[src/rtl/ioctl_uploader.sv]
// SPI-slave upload engine: host opens a session with RD_CMD + index byte, then clocks core data out on MISO.
// Optional UPLOADER_CRC8_EN adds a crc8 output over bytes delivered in the current session.
module ioctl_uploader #(
  parameter int         ADDR_W = 25,
  parameter logic [7:0] RD_CMD = 8'hA5
) (
  input  logic              clk_sys,
  input  logic              reset_n,
  input  logic              SPI_SCK,
  input  logic              SPI_SS2,
  input  logic              SPI_DI,
  output logic              spi_do,
  output logic              spi_do_oe,
  output logic              ioctl_upload,
  output logic [7:0]        ioctl_index,
  output logic [ADDR_W-1:0] ioctl_addr,
  output logic              ioctl_rd,
  input  logic              ioctl_rd_ack,
  input  logic [7:0]        ioctl_din,
  output logic              ioctl_underrun
`ifdef UPLOADER_CRC8_EN
  ,
  output logic [7:0]        crc8
`endif
);

  typedef enum logic [2:0] {IDLE, CMD, INDEX, DUMMY, DATA} state_t;

  state_t      state;
  logic [1:0]  sck_s, ss_s, di_s;
  logic        sck_q;
  logic [2:0]  bit_cnt;
  logic [6:0]  rx_sr;
  logic [6:0]  tx_sr;
  logic [7:0]  data_buf;
  logic        data_vld;
  logic        load_pend;
  logic        reject;

  logic        ss, di, sck_rise, sck_fall;
  logic        ack_hit, avail;
  logic [7:0]  rx_next, fetch_byte;

  assign ss         = ss_s[1];
  assign di         = di_s[1];
  assign sck_rise   = sck_s[1] & ~sck_q;
  assign sck_fall   = ~sck_s[1] & sck_q;
  assign rx_next    = {rx_sr, di};
  // An ack landing in the very cycle of a load is used directly rather than counted as an underrun.
  assign ack_hit    = ioctl_rd & ioctl_rd_ack;
  assign avail      = data_vld | ack_hit;
  assign fetch_byte = data_vld ? data_buf : ioctl_din;

`ifdef UPLOADER_CRC8_EN
  function automatic logic [7:0] crc8_step(input logic [7:0] c, input logic [7:0] d);
    logic [7:0] r;
    r = c ^ d;
    for (int i = 0; i < 8; i++)
      r = r[7] ? ((r << 1) ^ 8'h07) : (r << 1);
    return r;
  endfunction
`endif

  always_ff @(posedge clk_sys or negedge reset_n) begin
    if (!reset_n) begin
      sck_s <= 2'b00;
      ss_s  <= 2'b11;
      di_s  <= 2'b00;
      sck_q <= 1'b0;
    end else begin
      sck_s <= {sck_s[0], SPI_SCK};
      ss_s  <= {ss_s[0], SPI_SS2};
      di_s  <= {di_s[0], SPI_DI};
      sck_q <= sck_s[1];
    end
  end

  always_ff @(posedge clk_sys or negedge reset_n) begin
    if (!reset_n) begin
      state          <= IDLE;
      bit_cnt        <= '0;
      rx_sr          <= '0;
      tx_sr          <= '0;
      data_buf       <= '0;
      data_vld       <= 1'b0;
      load_pend      <= 1'b0;
      reject         <= 1'b0;
      spi_do         <= 1'b0;
      spi_do_oe      <= 1'b0;
      ioctl_upload   <= 1'b0;
      ioctl_index    <= '0;
      ioctl_addr     <= '0;
      ioctl_rd       <= 1'b0;
      ioctl_underrun <= 1'b0;
`ifdef UPLOADER_CRC8_EN
      crc8           <= '0;
`endif
    end else if (ss) begin
      // Deselect ends (or aborts) the session; a pending fetch is dropped and any late ack ignored.
      state        <= IDLE;
      spi_do       <= 1'b0;
      spi_do_oe    <= 1'b0;
      ioctl_upload <= 1'b0;
      ioctl_rd     <= 1'b0;
      data_vld     <= 1'b0;
      load_pend    <= 1'b0;
    end else begin
      if (ack_hit) begin
        data_buf <= ioctl_din;
        data_vld <= 1'b1;
        ioctl_rd <= 1'b0;
      end
      case (state)
        IDLE: begin
          state   <= CMD;
          bit_cnt <= '0;
          reject  <= 1'b0;
        end
        CMD: if (sck_rise) begin
          rx_sr   <= rx_next[6:0];
          bit_cnt <= bit_cnt + 3'd1;
          if (bit_cnt == 3'd7 && !reject) begin
            if (rx_next == RD_CMD) begin
              state          <= INDEX;
              ioctl_underrun <= 1'b0;
`ifdef UPLOADER_CRC8_EN
              crc8           <= '0;
`endif
            end else begin
              reject <= 1'b1;
            end
          end
        end
        INDEX: if (sck_rise) begin
          rx_sr   <= rx_next[6:0];
          bit_cnt <= bit_cnt + 3'd1;
          if (bit_cnt == 3'd7) begin
            ioctl_index  <= rx_next;
            ioctl_upload <= 1'b1;
            ioctl_addr   <= '0;
            ioctl_rd     <= 1'b1;
            data_vld     <= 1'b0;
            spi_do_oe    <= 1'b1;
            spi_do       <= 1'b0;
            tx_sr        <= '0;
            state        <= DUMMY;
          end
        end
        DUMMY: if (sck_rise) begin
          bit_cnt <= bit_cnt + 3'd1;
          if (bit_cnt == 3'd7) begin
            state     <= DATA;
            load_pend <= 1'b1;
          end
        end
        DATA: begin
          if (sck_rise) begin
            bit_cnt <= bit_cnt + 3'd1;
            if (bit_cnt == 3'd7) load_pend <= 1'b1;
          end else if (sck_fall) begin
            if (load_pend) begin
              load_pend <= 1'b0;
              if (avail) begin
                spi_do     <= fetch_byte[7];
                tx_sr      <= fetch_byte[6:0];
                data_vld   <= 1'b0;
                ioctl_addr <= ioctl_addr + ADDR_W'(1);
                ioctl_rd   <= 1'b1;
`ifdef UPLOADER_CRC8_EN
                crc8       <= crc8_step(crc8, fetch_byte);
`endif
              end else begin
                // Fill byte; the outstanding request stays as it is so the byte comes next time.
                spi_do         <= 1'b1;
                tx_sr          <= 7'h7F;
                ioctl_underrun <= 1'b1;
              end
            end else begin
              spi_do <= tx_sr[6];
              tx_sr  <= {tx_sr[5:0], 1'b0};
            end
          end
        end
        default: state <= IDLE;
      endcase
    end
  end

endmodule

[config.mk]
export PLATFORM = sky130hd
export DESIGN_NAME = ioctl_uploader
export DESIGN_NICKNAME = d
export VERILOG_FILES = /design/src/rtl/ioctl_uploader.sv
export SDC_FILE = /design/constraint.sdc
export NUM_CORES = 1
export LEC_CHECK = 0
export CAP_MARGIN = 30
export CORE_ASPECT_RATIO = 0.9
export CORE_MARGIN = 2
export CORE_UTILIZATION = 30
export DETAILED_ROUTE_END_ITERATION = 8
export PLACE_DENSITY = 0.54
export SLEW_MARGIN = 20
export SYNTH_ARGS = -nofsm -noshare
export SYNTH_HDL_FRONTEND = slang
export SYNTH_SLANG_ARGS = --single-unit
[constraint.sdc]
create_clock -name clk_sys -period 4.65 [get_ports clk_sys]
set_clock_uncertainty 0.15 [all_clocks]
set_input_delay 1.395 -clock clk_sys [delete_from_list [all_inputs] [get_ports clk_sys]]
set_output_delay 1.395 -clock clk_sys [all_outputs]
set_load 0.01 [all_outputs]
==> results.tsv, run 1 <==
stage	metric	value	unit
status	status	complete, no violations	
synth	ys.flop_type	dfrtp_1	
synth	synth_seq_cells	75	
worst_setup_path	path_class	input pin to flip-flop	
worst_setup_path	slowest_stage	clkdlybuf4s50_1	
final_layout	final_cell_mix	dfrtp_1 (73), clkdlybuf4s50_1 (50), nor2_1 (41)	
sta	hold_slack	194.8	ps
cts	insertion_delay	340	ps
placement	hpwl	5.393	mm
grt	grt_max_degree	49	
cts	clkSinkCount	75	
worst_setup_path	crit_required	4760	ps
final_layout	drive_gt1_frac	0.1194	
worst_setup_path	cp.arrival	3410	ps
power_and_ir_drop	power_density	309.1	nW/um^2
worst_setup_path	cp-end-kind	flip-flop	
synth	syn_inst	349	
sta	hold_viol	0	
power_and_ir_drop	clkPwrFrac	0.454	
synth	synth-edff-count	0	
worst_setup_path	crit_chain	clkdlybuf4s50_1, a21o_1, a32o_1, nand2_1, or4_1, a21oi_1	
sta	fmax	303.1	MHz
die	design.die.area	13000	um^2
synth	synthArstFlopShare	1.000	
synth	syn_area	3630	um^2
final_layout	regArea	1879	um^2
cts	post_cts_buffers	0	
synth	syn_nets	366	
sta	tightest_slew	756.5	ps
cts	cts_root_buf	clkbuf_16	
die	core_area	11930	um^2
placement	io_buffers	51	
die	num_rows	38	
final_layout	n_fill_cell	1196	
cts	holdBufCountCts	0	
sta	finalWorstSetupSlack	1351	ps
cts	path_clk_slew	50	ps
worst_setup_path	cp_top_family	simple AND/OR/NAND/NOR gates	
drt	finalWirelength	8.064	mm
placement	dpl_worst_slack	1015	ps
sta	setup_violations	0	
grt	antenna_found_initial	0	
worst_setup_path	critPathBufInv	1	
synth	syn_area_per_cell	10.40	um^2
power_and_ir_drop	p_int	1.104	mW
drt	drc	0	
cts	cts_max_level	3	
power_and_ir_drop	p_leak	1.969	nW
synth	ys_warn_count	0	
grt	grt-ovfl-total	0	
final_layout	fin_area	4576	um^2
sta	slew_headroom	0.4929	
final_layout	fin_nets	414	
cts	cts_buffers	9	
die	io_pins	52	
final_layout	multi_input_area	1633	um^2
synth	yosysSeqAreaShare	0.5178	
cts	cts_resized	0	
synth	synth_cell_type_count	50	
power_and_ir_drop	ir_drop	0.1633	mV
cts	cts_tree	done	
placement	place_area	4304	um^2
die	die_h	108.4	um
die	start_util	0.3042	
final_layout	antenna_cells	0	
power_and_ir_drop	pwr-share-seq	0.496	
die	dieWidth	119.9	um
drt	wl_per_cell	14.35	um
min_path	worstHoldPathType	flip-flop to flip-flop	
flow_run	max_cap_viol_count	0	
grt	grt_use_total	0.1336	
grt	grt_first_pass_wirelength	13.60	mm
drt	firstDrtPassIters	4	
grt	grt_pass1_vias	2729	
worst_setup_path	crit_fanout	8	
drt	routed-via-count	2791	
sta	tns	0	ps
cts	clockBufferDepth	2	
power_and_ir_drop	netSwitchingFraction	0.2190	
placement	gp_congestion	0.7689	
drt	viasPerCell	4.966	
final_layout	area_growth_syn_to_layout	26.06	%
sta	rsz0062_at_grt	false	
sta	fin_crit_sh	0.7094	
drt	ant_nets	0	
worst_setup_path	max_stage_delay	550	ps
power_and_ir_drop	switchingPower	0.3097	mW
drt	dr.first_iter.drc_count	170	
sta	min_period	3299	ps
worst_setup_path	cp-start-kind	input pin	
power_and_ir_drop	pwr-share-comb	0.050	
final_layout	mostFrequentLayoutCell	dfrtp_1	
sta	drv_slew	0	
power_and_ir_drop	power.total	1.414	mW
-- through the flow --
stage | std cells | utilization
detailed placement | 546 | 0.3607
finish | 562 | 0.3834
global route | 562 | 0.3834
floorplan | 349 | -
CTS | 562 | 0.3834
global placement | 545 | 0.3584
-- cell usage after synthesis, types with 2 or more instances --
cell | number | area share
buf_1 | 3 | 0.0031
mux2i_1 | 6 | 0.017
a21o_1 | 2 | 0.0041
buf_2 | 7 | 0.0097
nor2b_1 | 6 | 0.010
nand2_1 | 19 | 0.020
nor4bb_1 | 2 | 0.0055
mux2_2 | 24 | 0.074
nor2_1 | 41 | 0.042
inv_1 | 11 | 0.011
xor2_1 | 17 | 0.041
or3_1 | 3 | 0.0052
nand4_1 | 13 | 0.022
clkbuf_1 | 6 | 0.0062
a21oi_1 | 19 | 0.026
dfstp_2 | 2 | 0.014
nor3_1 | 6 | 0.0083
nand2b_1 | 4 | 0.0069
a32o_1 | 2 | 0.0055
nand3_1 | 16 | 0.022
dfrtp_1 | 73 | 0.50
o21ai_0 | 15 | 0.021
a211oi_1 | 2 | 0.0041
and2_1 | 3 | 0.0052
and3_1 | 6 | 0.010
o2111ai_1 | 6 | 0.014
ha_1 | 3 | 0.010
o31ai_1 | 5 | 0.010
o22ai_1 | 2 | 0.0034
and3b_1 | 2 | 0.0048
or4_1 | 4 | 0.0083
-- power by group through the flow --
stage          registers [mW]  logic (mW)  clock network (mW)
2_1_floorplan           0.703      0.0391                   0
3_3_place_gp            0.712      0.0663                   0
3_5_place_dp            0.712      0.0716                   0
4_1_cts                 0.701      0.0731               0.668
5_1_grt                 0.704      0.0796               0.695
6_report                0.701      0.0706               0.643
-- state kept, by name (all words and copies together), names as in the netlist --
signal / count
ss_s: 2
sck_q: 1
ioctl_index: 8
ioctl_underrun: 1
ioctl_addr: 25
spi_do: 1
data_vld: 1
di_s: 2
ioctl_upload: 1
reject: 1
data_buf: 8
bit_cnt: 3
ioctl_rd: 1
load_pend: 1
rx_sr: 7
tx_sr: 7
sck_s: 2
state: 3
-- kinds of logic (layout without fill, tap and decap cells) --
family | count (synthesis) | count (layout) | synth area share
compound gates | 61 | 61 | 0.1076
xor+xnor | 17 | 17 | 0.04102
fa+ha+maj | 3 | 3 | 0.01034
buf+inv | 28 | 81 | 0.03240
flops | 75 | 75 | 0.5178
mux | 30 | 30 | 0.09100
simple gates | 135 | 135 | 0.1999
-- layout make-up --
class                           count  area share
Clock buffer                       16     0.05934
Tap cell                          160     0.04375
Inverter                           11    0.009024
Sequential cell                    75      0.4107
Timing Repair Buffer               54      0.1203
Multi-Input combinational cell    246      0.3569
-- routing by layer --
metal | wire length, um | track usage | vias to the layer above
met1 | 3823 | 0.1732 | 1362
met3 | 365 | 0.04694 | 15
li1 | - | - | 1356
met4 | 152 | 0.05462 | 0
met2 | 3722 | 0.2037 | 58
met5 | 0 | 0 | -
-- final timing paths --
path / endpoint / cells past startpoint / start / slack (ps)
worst max register to register: ioctl_addr[19] / 7 / bit_cnt[0] / 2140
min in group asynchronous: bit_cnt[2] / 1 / reset_n / 840
worst min register to register: di_s[1] / 0 / di_s[0] / 190
worst min-delay path: di_s[1] / 0 / di_s[0] / 190
max in group asynchronous: data_buf[3] / 2 / reset_n / 2960
worst max-delay path: ioctl_addr[19] / 6 / ioctl_rd_ack / 1350
Power figures use the tool's default switching activity.
==> run 2, diff against run 1 <==
--- a/config.mk
+++ b/config.mk
@@ -10,7 +10,7 @@
 export CORE_MARGIN = 2
 export CORE_UTILIZATION = 30
 export DETAILED_ROUTE_END_ITERATION = 8
-export PLACE_DENSITY = 0.54
+export PLACE_DENSITY = 0.56
 export SLEW_MARGIN = 20
 export SYNTH_ARGS = -nofsm -noshare
 export SYNTH_HDL_FRONTEND = slang
==> constraint.sdc (replaced) <==
create_clock -name clk_sys -period 2.7 [get_ports clk_sys]
set_clock_uncertainty 0.15 [all_clocks]
set_input_delay 0.81 -clock clk_sys [delete_from_list [all_inputs] [get_ports clk_sys]]
set_output_delay 0.81 -clock clk_sys [all_outputs]
set_load 0.01 [all_outputs]
==> results.tsv, run 2 (synthesis results as in run 1) <==
stage	metric	value	unit
drt	wl_per_cell	14.26	um
sta	rsz0062_at_grt	false	
worst_setup_path	cp-start-kind	input pin	
final_layout	fin_util	0.3918	
drt	routed-via-count	2865	
sta	fmax	403.1	MHz
cts	holdBufCountCts	0	
cts	cts_root_buf	clkbuf_16	
die	num_rows	38	
cts	cts_buffers	9	
die	die_h	108.4	um
die	core_area	11930	um^2
sta	fin_crit_sh	0.9188	
drt	viasPerCell	4.991	
grt	grt-ovfl-total	0	
die	design.die.area	13000	um^2
worst_setup_path	cp-end-kind	flip-flop	
drt	ant_nets	0	
final_layout	antenna_cells	0	
cts	clkSinkCount	75	
drt	dr.first_iter.drc_count	247	
power_and_ir_drop	p_leak	2.037	nW
die	start_util	0.3042	
grt	antenna_found_initial	0	
final_layout	drive_gt1_frac	0.1473	
grt	grt_max_degree	49	
sta	tns	0	ps
placement	hpwl	5.657	mm
power_and_ir_drop	ir_drop	0.3073	mV
sta	drv_slew	0	
final_layout	largest_register	ioctl_addr	
placement	place_inst	558	
cts	post_cts_buffers	0	
final_layout	fin_nets	426	
status	status	complete, no violations	
final_layout	mostFrequentLayoutCell	dfrtp_1	
cts	path_clk_slew	60	ps
final_layout	final_cell_mix	dfrtp_1 (73), clkdlybuf4s50_1 (50), nor2_1 (41)	
final_layout	finalNonFillerCells	574	
cts	cts_resized	0	
grt	grt_first_pass_wirelength	14.02	mm
die	dieWidth	119.9	um
cts	clockBufferDepth	2	
power_and_ir_drop	power.total	2.504	mW
placement	dpl_worst_slack	-85.99	ps
min_path	worstHoldPathType	flip-flop to flip-flop	
sta	slew_headroom	0.5039	
drt	drc	0	
grt	grt_pass1_vias	2862	
cts	insertion_delay	330	ps
placement	io_buffers	51	
drt	firstDrtPassIters	5	
cts	cts_max_level	3	
final_layout	area_growth_syn_to_layout	28.82	%
worst_setup_path	cp.arrival	2590	ps
cts	cts_tree	done	
final_layout	top_regs	ioctl_addr: 25 flops, data_buf: 8 flops, ioctl_index: 8 flops	
sta	tightest_slew	740.8	ps
flow_run	max_cap_viol_count	0	
drt	finalWirelength	8.183	mm
worst_setup_path	crit_required	2810	ps
power_and_ir_drop	power_density	535.6	nW/um^2
final_layout	largest_reg_flops	25	
placement	gp_congestion	0.8091	
sta	min_period	2481	ps
worst_setup_path	crit_fanout	3	
sta	finalWorstSetupSlack	219.2	ps
worst_setup_path	path_class	input pin to flip-flop	
sta	setup_violations	0	
die	io_pins	52	
grt	grt_use_total	0.1371	
sta	hold_viol	0	
## run 2: cell types whose count changed in the layout (fill, tap and decap cells not counted), sizes merged
| cell | delta |
|---|---|
| buf | +12 |
| clkbuf | -2 |
| bufinv | +1 |
| clkinv | +1 |
## run 2: area by class of cell
type	instances	area [um^2]
clock buffers	14	254.0
clock inverters	2	35.03
fillers	1176	7258
inverters	11	41.29
multi-input cells	246	1633
flip-flops and latches	75	1879
well taps	160	200.2
repair buffers	66	633.1
## run 2: path summary, 6_finish.rpt
check	slack [ps]	end	startpoint	cells past startpoint
max in group asynchronous	1570	ioctl_addr[3]	reset_n	2
min in group asynchronous	250	ioctl_rd	reset_n	1
setup / recovery	220	ioctl_addr[24]	ioctl_rd_ack	7
hold reg to reg	190	di_s[1]	di_s[0]	0
hold / removal	190	di_s[1]	di_s[0]	0
setup reg to reg	340	ioctl_addr[24]	bit_cnt[0]	8
## run 2: per-stage QoR
step | hold slack, ps | cell area [um^2]
detailed placement | 185.6 | 4387
CTS | 197.1 | 4676
finish | 193.9 | 4676
global route | 201.1 | 4676
floorplan | 181.2 | 3630
global placement | 183.1 | 4387
## run 2: per-layer routing
| metal | vias up | share of wire | global-route usage |
|---|---|---|---|
| li1 | 1382 | - | - |
| met1 | 1391 | 0.47 | 0.1802 |
| met2 | 77 | 0.46 | 0.2131 |
| met3 | 15 | 0.048 | 0.03692 |
| met4 | 0 | 0.022 | 0.05966 |
| met5 | - | 0 | 0 |
## run 2: power breakdown
| part | leakage (nW) | total (mW) | internal (mW) | switching (mW) |
|---|---|---|---|---|
| logic | 0.920 | 0.121 | 0.0625 | 0.0583 |
| clock network | 0.141 | 1.17 | 0.740 | 0.434 |
| registers | 0.976 | 1.21 | 1.17 | 0.0428 |
## run 2: worst max-delay path: stages
cell and delay [ps]:
clkdlybuf4s50_1 480, a21o_1 170, a32o_1 260, buf_4 150, nand3_2 70, or4_1 480, a21oi_1 160
==> run 3, diff against run 2 <==
--- a/config.mk
+++ b/config.mk
@@ -10,6 +10,7 @@
 export CORE_MARGIN = 2
 export CORE_UTILIZATION = 30
 export DETAILED_ROUTE_END_ITERATION = 8
+export GPL_TIMING_DRIVEN = 0
 export PLACE_DENSITY = 0.56
 export SLEW_MARGIN = 20
 export SYNTH_ARGS = -nofsm -noshare
==> results.tsv, run 3 (synthesis results as in run 1) <==
stage	metric	value	unit
status	status	complete, no violations	
drt	dr.first_iter.drc_count	202	
final_layout	antenna_cells	0	
worst_setup_path	crit_fanout	10	
worst_setup_path	critPathBufInv	2	
cts	cts_root_buf	clkbuf_16	
cts	insertion_delay	330	ps
sta	drv_slew	0	
sta	tns	0	ps
sta	fin_crit_sh	0.9734	
worst_setup_path	cp-start-kind	input pin	
worst_setup_path	ff2ff_setup_slack	270	ps
min_path	min_path_cells	0	
sta	min_period	2628	ps
cts	clockBufferDepth	2	
sta	slew_headroom	0.5125	
final_layout	multi_input_area	1633	um^2
worst_setup_path	slowest_stage	clkdlybuf4s50_1	
sta	fmax	380.5	MHz
sta	setup_violations	0	
grt	grt_first_pass_wirelength	14.23	mm
final_layout	drive_gt1_frac	0.1308	
placement	place_area	4365	um^2
placement	io_buffers	51	
drt	finalWirelength	8.177	mm
placement	hpwl	5.778	mm
cts	cts_tree	done	
worst_setup_path	worstSetupPathDepth	7	
cts	cts_max_level	3	
worst_setup_path	path_class	input pin to flip-flop	
die	design.die.area	13000	um^2
final_layout	finalNonFillerCells	573	
grt	grt_max_degree	53	
sta	rsz0062_at_grt	false	
cts	path_clk_slew	50	ps
final_layout	final_cell_mix	dfrtp_1 (73), clkdlybuf4s50_1 (50), nor2_1 (41)	
cts	clkSinkCount	75	
final_layout	regArea	1879	um^2
worst_setup_path	r2r-end	ioctl_addr[24]	
die	core_area	11930	um^2
placement	place_inst	561	
worst_setup_path	worstReg2RegStart	bit_cnt[0]	
min_path	worstHoldPathType	flip-flop to flip-flop	
final_layout	fin_util	0.3878	
worst_setup_path	crit_required	2800	ps
flow_run	max_cap_viol_count	0	
min_path	hp-start	sck_s[0]	
drt	wl_per_cell	14.27	um
power_and_ir_drop	ir_drop	0.2958	mV
die	num_rows	38	
grt	antenna_found_initial	0	
min_path	min_to	sck_s[1]	
cts	post_cts_buffers	0	
final_layout	mostFrequentLayoutCell	dfrtp_1	
sta	tightest_slew	728.0	ps
worst_setup_path	cp_top_family	buffers and inverters	
final_layout	area_growth_syn_to_layout	27.51	%
worst_setup_path	cp-end-kind	flip-flop	
drt	firstDrtPassIters	4	
sta	hold_viol	0	
die	die_h	108.4	um
grt	grt-ovfl-total	0	
worst_setup_path	max_stage_delay	550	ps
grt	grt_pass1_vias	2917	
power_and_ir_drop	power.total	2.391	mW
final_layout	fin_nets	429	
placement	gp_congestion	0.8154	
power_and_ir_drop	p_leak	2.009	nW
worst_setup_path	reg2reg_depth	8	
final_layout	n_fill_cell	1180	
die	start_util	0.3042	
cts	cts_buffers	9	
die	io_pins	52	
power_and_ir_drop	power_density	516.7	nW/um^2
final_layout	largest_register	ioctl_addr	
final_layout	largest_reg_flops	25	
drt	routed-via-count	2854	
final_layout	fin_area	4628	um^2
worst_setup_path	crit_chain	clkdlybuf4s50_1, a21o_1, a32o_1, buf_6, nand3_2, or4_1, a21oi_1	
die	dieWidth	119.9	um
final_layout	top_regs	ioctl_addr: 25 flops, data_buf: 8 flops, ioctl_index: 8 flops	
worst_setup_path	cp.arrival	2730	ps
drt	ant_nets	0	
grt	grt_use_total	0.1372	
drt	drc	0	
drt	viasPerCell	4.981	
-- run 3: how the worst max path moves through the flow --
stage	slack [ps]	to	from
6_report	70	ioctl_addr[24]	ioctl_rd_ack
5_1_grt	5	ioctl_addr[21]	ioctl_rd_ack
4_1_cts	60	ioctl_addr[24]	ioctl_rd_ack
3_5_place_dp	-360	ioctl_addr[24]	ioctl_rd_ack
3_3_place_gp	-2110	ioctl_addr[10]	reset_n
2_1_floorplan	490	ioctl_addr[24]	ioctl_rd_ack
-- run 3: what timing repair did --
item	CTS	global route
resized for setup	1	1
hold buffers	0	0
cloned	0	0
endpoints found under the setup margin	1	1
-- run 3: per-layer routing --
layer  share of wire  vias up  routed length, um  track usage
met2            0.46       64               3794       0.2171
met3           0.044        9                358      0.03692
met1            0.48     1402               3919       0.1819
met5               0        -                  0            0
li1                -     1379                  -            -
met4           0.013        0                105      0.04706
-- run 3: cell type report --
| class | count | area share |
|---|---|---|
| buffer | 17 | 0.01784 |
| clock buffer | 12 | 0.05542 |
| inverter | 11 | 0.008921 |
| multi-input combinational | 246 | 0.3528 |
| sequential | 75 | 0.4061 |
| tap | 160 | 0.04325 |
| timing repair buffer | 52 | 0.1157 |
-- run 3: stage by stage --
stage               setup WS (ps)  hold slack [ps]
global placement            -2107            183.2
floorplan                   493.1            181.2
detailed placement         -358.5            185.6
CTS                         57.31            196.8
finish                      71.88            195.3
global route                5.368            206.4
-- run 3: where the power goes --
group	total [mW]	internal [mW]	switching [mW]
clock	1.06	0.651	0.411
sequential	1.20	1.17	0.0372
combinational	0.126	0.0628	0.0631
total	2.39	1.88	0.511
